$ cat src/rtl/spi_keys_frame_tx.sv
// Snapshots the key vector and sends it to the MCU as an SPI frame: A5, seq, key bytes, CRC-8.
// Unacknowledged frames are resent; after the retries run out the frame is dropped and flagged.
module spi_keys_frame_tx #(
  parameter int NUM_KEYS          = 61,
  parameter int CLKS_PER_HALF_BIT = 2,
  parameter bit CPOL              = 1'b0,
  parameter int REFRESH_CYCLES    = 3900000,
  parameter int ACK_TIMEOUT       = 1000000,
  parameter int MAX_RETRIES       = 3
) (
  input  logic                clk_g_i,
  input  logic                rstn_g_i,
  input  logic [NUM_KEYS-1:0] keys_i,
  input  logic                ack_i,
  output logic                spi_clk_o,
  output logic                spi_mosi_o,
  output logic                spi_cs_n_o,
  output logic                busy_o,
  output logic                frame_err_o,
  output logic [7:0]          seq_o
);

  localparam int GROUPS     = (NUM_KEYS + 7) / 8;
  localparam int PAD_BITS   = GROUPS * 8;
  localparam int DATA_BITS  = PAD_BITS + 16;
  localparam int FRAME_BITS = DATA_BITS + 8;
  localparam int HW = (CLKS_PER_HALF_BIT > 1) ? $clog2(CLKS_PER_HALF_BIT) : 1;
  localparam int IW = $clog2(FRAME_BITS);
  localparam int RW = $clog2(REFRESH_CYCLES);
  localparam int TW = $clog2(ACK_TIMEOUT + 1);

  localparam logic [HW-1:0] H_LAST       = HW'(CLKS_PER_HALF_BIT - 1);
  localparam logic [IW-1:0] LAST_BIT     = IW'(FRAME_BITS - 1);
  localparam logic [IW-1:0] CRC_FIRST    = IW'(8);
  localparam logic [IW-1:0] CRC_BYTE     = IW'(DATA_BITS);
  localparam logic [RW-1:0] REFRESH_LAST = RW'(REFRESH_CYCLES - 1);
  localparam logic [TW-1:0] TIMEOUT_CNT  = TW'(ACK_TIMEOUT);
  localparam logic [3:0]    RETRY_MAX    = 4'(MAX_RETRIES);

  typedef enum logic [2:0] {IDLE, SHIFT, GAP, WAIT_ACK, WAIT_REL} state_t;

  state_t                 state, state_next;
  logic [NUM_KEYS-1:0]    snapshot;
  logic [DATA_BITS-1:0]   frame_sr;
  logic [7:0]             crc;
  logic [HW-1:0]          half_cnt;
  logic                   phase;
  logic [IW-1:0]          bit_idx;
  logic [RW-1:0]          refresh_cnt;
  logic [TW-1:0]          timeout_cnt;
  logic [3:0]             retries;
  logic                   retry_pending;
  logic [7:0]             seq;
  logic                   ack_meta, ack_sync;

  logic [PAD_BITS-1:0]    pad_keys;
  logic [PAD_BITS-1:0]    key_bytes;
  logic                   trigger, half_end, trailing, timeout, drop;

  function automatic logic [7:0] crc_step(input logic [7:0] c, input logic b);
    crc_step = {c[6:0], 1'b0} ^ ((c[7] ^ b) ? 8'h07 : 8'h00);
  endfunction

  // A retry resends the stored snapshot; otherwise the live keys are framed.
  always_comb begin
    pad_keys = '0;
    pad_keys[NUM_KEYS-1:0] = retry_pending ? snapshot : keys_i;
  end

  genvar gi;
  generate
    for (gi = 0; gi < GROUPS; gi++) begin : g_key_bytes
      assign key_bytes[(GROUPS-1-gi)*8 +: 8] = pad_keys[gi*8 +: 8];
    end
  endgenerate

  assign trigger  = (keys_i != snapshot) || (refresh_cnt == REFRESH_LAST) || retry_pending;
  assign half_end = (half_cnt == H_LAST);
  assign trailing = (state == SHIFT) && half_end && phase;
  assign timeout  = (timeout_cnt == TIMEOUT_CNT);
  assign drop     = (state == WAIT_ACK) && !ack_sync && timeout && (retries >= RETRY_MAX);

  always_ff @(posedge clk_g_i or negedge rstn_g_i) begin
    if (!rstn_g_i) begin
      state <= IDLE;
    end else begin
      state <= state_next;
    end
  end

  always_comb begin
    state_next = state;
    case (state)
      IDLE:     if (trigger) state_next = SHIFT;
      SHIFT:    if (trailing && (bit_idx == LAST_BIT)) state_next = GAP;
      GAP:      if (half_end) state_next = WAIT_ACK;
      WAIT_ACK: begin
        if (ack_sync)     state_next = WAIT_REL;
        else if (timeout) state_next = IDLE;
      end
      WAIT_REL: if (!ack_sync) state_next = IDLE;
      default:  state_next = IDLE;
    endcase
  end

  always_comb begin
    busy_o      = (state != IDLE);
    spi_cs_n_o  = !((state == SHIFT) || (state == GAP));
    spi_clk_o   = (state == SHIFT) ? (CPOL ^ phase) : CPOL;
    spi_mosi_o  = 1'b0;
    if (state == SHIFT) begin
      spi_mosi_o = (bit_idx < CRC_BYTE) ? frame_sr[DATA_BITS-1] : crc[7];
    end
    frame_err_o = drop;
    seq_o       = seq;
  end

  always_ff @(posedge clk_g_i or negedge rstn_g_i) begin
    if (!rstn_g_i) begin
      snapshot      <= '1;
      frame_sr      <= '0;
      crc           <= '0;
      half_cnt      <= '0;
      phase         <= 1'b0;
      bit_idx       <= '0;
      refresh_cnt   <= '0;
      timeout_cnt   <= '0;
      retries       <= '0;
      retry_pending <= 1'b0;
      seq           <= '0;
      ack_meta      <= 1'b0;
      ack_sync      <= 1'b0;
    end else begin
      ack_meta    <= ack_i;
      ack_sync    <= ack_meta;
      refresh_cnt <= ((state == IDLE) && !trigger) ? refresh_cnt + RW'(1) : '0;
      timeout_cnt <= (state == WAIT_ACK) ? timeout_cnt + TW'(1) : '0;

      if ((state == SHIFT) || (state == GAP)) begin
        half_cnt <= half_end ? '0 : half_cnt + HW'(1);
      end else begin
        half_cnt <= '0;
      end

      if (state != SHIFT) begin
        phase <= 1'b0;
      end else if (half_end) begin
        phase <= ~phase;
      end

      if ((state == IDLE) && trigger) begin
        if (!retry_pending) snapshot <= keys_i;
        frame_sr      <= {8'hA5, seq, key_bytes};
        crc           <= '0;
        bit_idx       <= '0;
        retry_pending <= 1'b0;
      end

      // CRC accumulates seq and key bits as they leave, then shifts itself out.
      if (trailing) begin
        bit_idx  <= bit_idx + IW'(1);
        frame_sr <= {frame_sr[DATA_BITS-2:0], 1'b0};
        if ((bit_idx >= CRC_FIRST) && (bit_idx < CRC_BYTE)) begin
          crc <= crc_step(crc, frame_sr[DATA_BITS-1]);
        end else if (bit_idx >= CRC_BYTE) begin
          crc <= {crc[6:0], 1'b0};
        end
      end

      if ((state == WAIT_ACK) && !ack_sync && timeout) begin
        if (retries < RETRY_MAX) begin
          retries       <= retries + 4'd1;
          retry_pending <= 1'b1;
        end else begin
          retries <= '0;
          seq     <= seq + 8'd1;
        end
      end

      if ((state == WAIT_REL) && !ack_sync) begin
        retries <= '0;
        seq     <= seq + 8'd1;
      end
    end
  end

endmodule
$ cat config.mk
export PLATFORM = sky130hd
export DESIGN_NAME = spi_keys_frame_tx
export DESIGN_NICKNAME = d
export VERILOG_FILES = /design/src/rtl/spi_keys_frame_tx.sv
export SDC_FILE = /design/constraint.sdc
export NUM_CORES = 1
export LEC_CHECK = 0
export CAP_MARGIN = 20
export CORE_MARGIN = 3
export CORE_UTILIZATION = 30
export CTS_CLUSTER_DIAMETER = 100
export DETAILED_ROUTE_END_ITERATION = 16
export GPL_TIMING_DRIVEN = 0
export PLACE_DENSITY = 0.42
export REMOVE_ABC_BUFFERS = 1
export SLEW_MARGIN = 20
export SYNTH_ARGS = -nofsm -noshare
export SYNTH_HDL_FRONTEND = slang
export SYNTH_SLANG_ARGS = --single-unit
$ cat constraint.sdc
create_clock -name clk_g_i -period 6.94 [get_ports clk_g_i]
set_input_delay 1.388 -clock clk_g_i [delete_from_list [all_inputs] [get_ports clk_g_i]]
set_output_delay 1.388 -clock clk_g_i [all_outputs]
set_load 0.05 [all_outputs]
==> results.sh <==
export IMPL_crit_required_ns=7.39
export IMPL_drt_total_wl_um=30900
export IMPL_period_minus_slack_ns=4.72
export IMPL_cts_root_buf="clkbuf_16"
export IMPL_antenna_cells=0
export IMPL_holdPathStages=0
export IMPL_arrival_ns=5.17
export IMPL_cts_setup_buffers=0
export IMPL_die_width_um=203
export IMPL_synth_seq_area_share=0.477
export IMPL_via_per_inst=4.94
export IMPL_worstHoldStart="ack_meta"
export IMPL_fmax_mhz=212
export IMPL_synthToLayoutAreaGrowth_pct=20.2
export IMPL_synth_edff_count=0
export IMPL_netlist_area_um2=11600
export IMPL_finalHoldViolCount=0
export IMPL_grtUsageMet1=0.224
export IMPL_worst_slew_pin_slew_ns=0.823
export IMPL_rsz0062_at_grt="no"
export IMPL_start_util=0.306
export IMPL_p_leak_uw=0.00573
export IMPL_num_vias=8503
export IMPL_wire_per_inst_um=17.9
export IMPL_grt_pass1_vias=8576
export IMPL_post_cts_resized=0
export IMPL_numPortBuffers=76
export IMPL_io_pins=77
export IMPL_core_area_um2=37800
export IMPL_top_usage_layer="met2"
export IMPL_stdcell_count=1722
export IMPL_grt_start_max_net_pins=89
export IMPL_relSlewSlack=0.450
export IMPL_syn_inst=1133
export IMPL_dieArea_um2=41000
export IMPL_fin_ws_ns=2.22
export IMPL_async_flop_share=1.00
export IMPL_grtUsageTotal=0.150
export IMPL_status="complete, no violations"
export IMPL_tns_ns=0
export IMPL_drcViolationCount=0
export IMPL_fin_util=0.368
export IMPL_layout_commonest_cell="nand2_1"
export IMPL_place_gp_congestion=0.750
export IMPL_cap_violations=0
export IMPL_reg2reg_to="snapshot[10]"
export IMPL_die_h_um=203
export IMPL_whs_ns=0.355
export IMPL_fin_worst_skew_ns=0.0189
export IMPL_dp_hpwl_um=20500
export IMPL_reg2reg_depth=8
export IMPL_clockBufferDepth=3
export IMPL_grt_util_met3=0.0255
export IMPL_drtIter0Drc=415
export IMPL_maxSlewViolCount=0
export IMPL_crit_fanout=17
export IMPL_grt_pass1_wl_um=50200
export IMPL_grt_ovfl_total=0
export IMPL_post_place_ws_ns=1.60
export IMPL_fillers=3862
export IMPL_tritoncts="built"
export IMPL_dp_cells=1672
export IMPL_most_common_layout_cells="174 x nand2_1, 156 x dfrtp_1, 97 x mux2_2, 95 x nor2_1, 83 x nand3_1"
export IMPL_yosysWarnings=0
export IMPL_numClockSinks=218
export IMPL_avgSynthCellArea_um2=10.2
export IMPL_clock_latency_ns=0.54
export IMPL_regToRegSetupSlack_ns=3.18
export IMPL_p_per_area_nw_per_um2=201
export IMPL_ys_types=58
export IMPL_post_route_period_util=0.679
export IMPL_synth_flop_cell="dfrtp_1"
export IMPL_drive_gt1_frac=0.194
export IMPL_r2r_start="snapshot[4]"
export IMPL_clkTransAtPathRegs_ns=0.06
export IMPL_ctsHtreeMaxLevel=1
export IMPL_setup_viol=0
export IMPL_ys_ff_latch=218
export IMPL_hp_class="register to register"
export IMPL_cp_end_kind="register"
export IMPL_numCtsBuffers=27
export IMPL_nets=1261
export IMPL_hold_path_end="ack_sync"
export IMPL_holdBufCountCts=0
export IMPL_rows=71
export IMPL_vdd_drop_max_uv=165
export IMPL_antenna_found_initial=0
export IMPL_drtAntennaViolNets=0
export IMPL_worstSetupPathType="primary input to register"
export IMPL_grt_use_met2=0.230
export IMPL_drtPass1Iterations=5
export IMPL_cp_start_kind="primary input"
[kinds of logic (layout without fill, tap and decap cells)]
| family | count (synthesis) | in the layout | share of synthesized area |
|---|---|---|---|
| compound gates | 143 | 143 | 0.104 |
| buf+inv | 94 | 172 | 0.0407 |
| flops | 218 | 218 | 0.477 |
| mux | 122 | 122 | 0.117 |
| fa+ha+maj | 7 | 7 | 0.00755 |
| xor+xnor | 92 | 92 | 0.0695 |
| simple gates | 457 | 457 | 0.184 |
[worst max-delay path by stage]
stage | from | to | slack, ns | cells after the start
detailed placement | keys_i[1] | snapshot[12] | 1.60 | 9
finish | keys_i[1] | snapshot[10] | 2.22 | 9
global route | keys_i[1] | snapshot[33] | 1.91 | 9
global placement | rstn_g_i | refresh_cnt[8] | -5.90 | 1
floorplan | state[1] | frame_sr[10] | 0.66 | 4
CTS | keys_i[1] | snapshot[10] | 2.14 | 9
[cell usage after synthesis (9+ instances only)]
| cell type | count | share of area |
|---|---|---|
| a221o_1 | 60 | 0.052 |
| xnor2_1 | 66 | 0.050 |
| nand4_1 | 23 | 0.012 |
| mux2i_1 | 13 | 0.011 |
| mux2_2 | 97 | 0.094 |
| nand2b_1 | 16 | 0.0086 |
| dfstp_2 | 61 | 0.14 |
| nor2_1 | 96 | 0.031 |
| nand2_1 | 174 | 0.056 |
| buf_6 | 10 | 0.0097 |
| nor3_1 | 17 | 0.0073 |
| and3_1 | 9 | 0.0049 |
| nand3_1 | 83 | 0.036 |
| xor2_1 | 26 | 0.020 |
| inv_1 | 25 | 0.0081 |
| clkbuf_1 | 29 | 0.0094 |
| mux2_1 | 12 | 0.012 |
| dfrtp_1 | 157 | 0.34 |
| o21ai_0 | 27 | 0.012 |
| buf_2 | 23 | 0.0099 |
| a31oi_1 | 11 | 0.0059 |
[critical path, stage by stage]
cell             delay [ns]
clkdlybuf4s50_1        0.45
xnor2_1                0.50
nand4_1                0.35
nor4_1                 0.52
nand3_1                0.41
o21ai_4                0.77
buf_16                 0.25
buf_16                 0.17
mux2_2                 0.34
[where the power goes]
group          leakage (uW)  internal [uW]  switching (uW)
registers           0.00259           1290            13.8
clock network      0.000410            782             565
logic               0.00274           76.8            75.4
total               0.00573           2150             655
[sequential cells by signal, indices dropped and copies added, names as in the netlist]
register / cells
ack_meta: 1
ack_sync: 1
bit_idx: 7
crc: 8
frame_sr: 80
half_cnt: 1
phase: 1
refresh_cnt: 22
retries: 4
retry_pending: 1
seq_o: 8
snapshot: 61
state: 3
timeout_cnt: 20
[per-layer routing]
layer  vias up  part of all wire
met5         -                 0
met4         0             0.018
met3        35             0.044
met2       134              0.44
met1      4172              0.50
li1       4162                 -
[layout make-up]
class	count	area [um^2]	share of cell area
Multi-Input combinational cell	821	5610	0.403
Sequential cell	218	5540	0.397
Timing Repair Buffer	96	1200	0.0864
Clock buffer	41	788	0.0566
Tap cell	511	639	0.0459
Inverter	26	100	0.00718
Clock inverter	9	56.3	0.00404
[per-stage QoR]
step / instance area [um^2] / total power [uW]
after detailed placement: 13100 / 1480
after global routing: 13900 / 2920
after floorplan: 11200 / 1380
final: 13900 / 2800
after CTS: 13900 / 2850
after global placement: 12600 / 1480
Power figures use the tool's default switching activity.
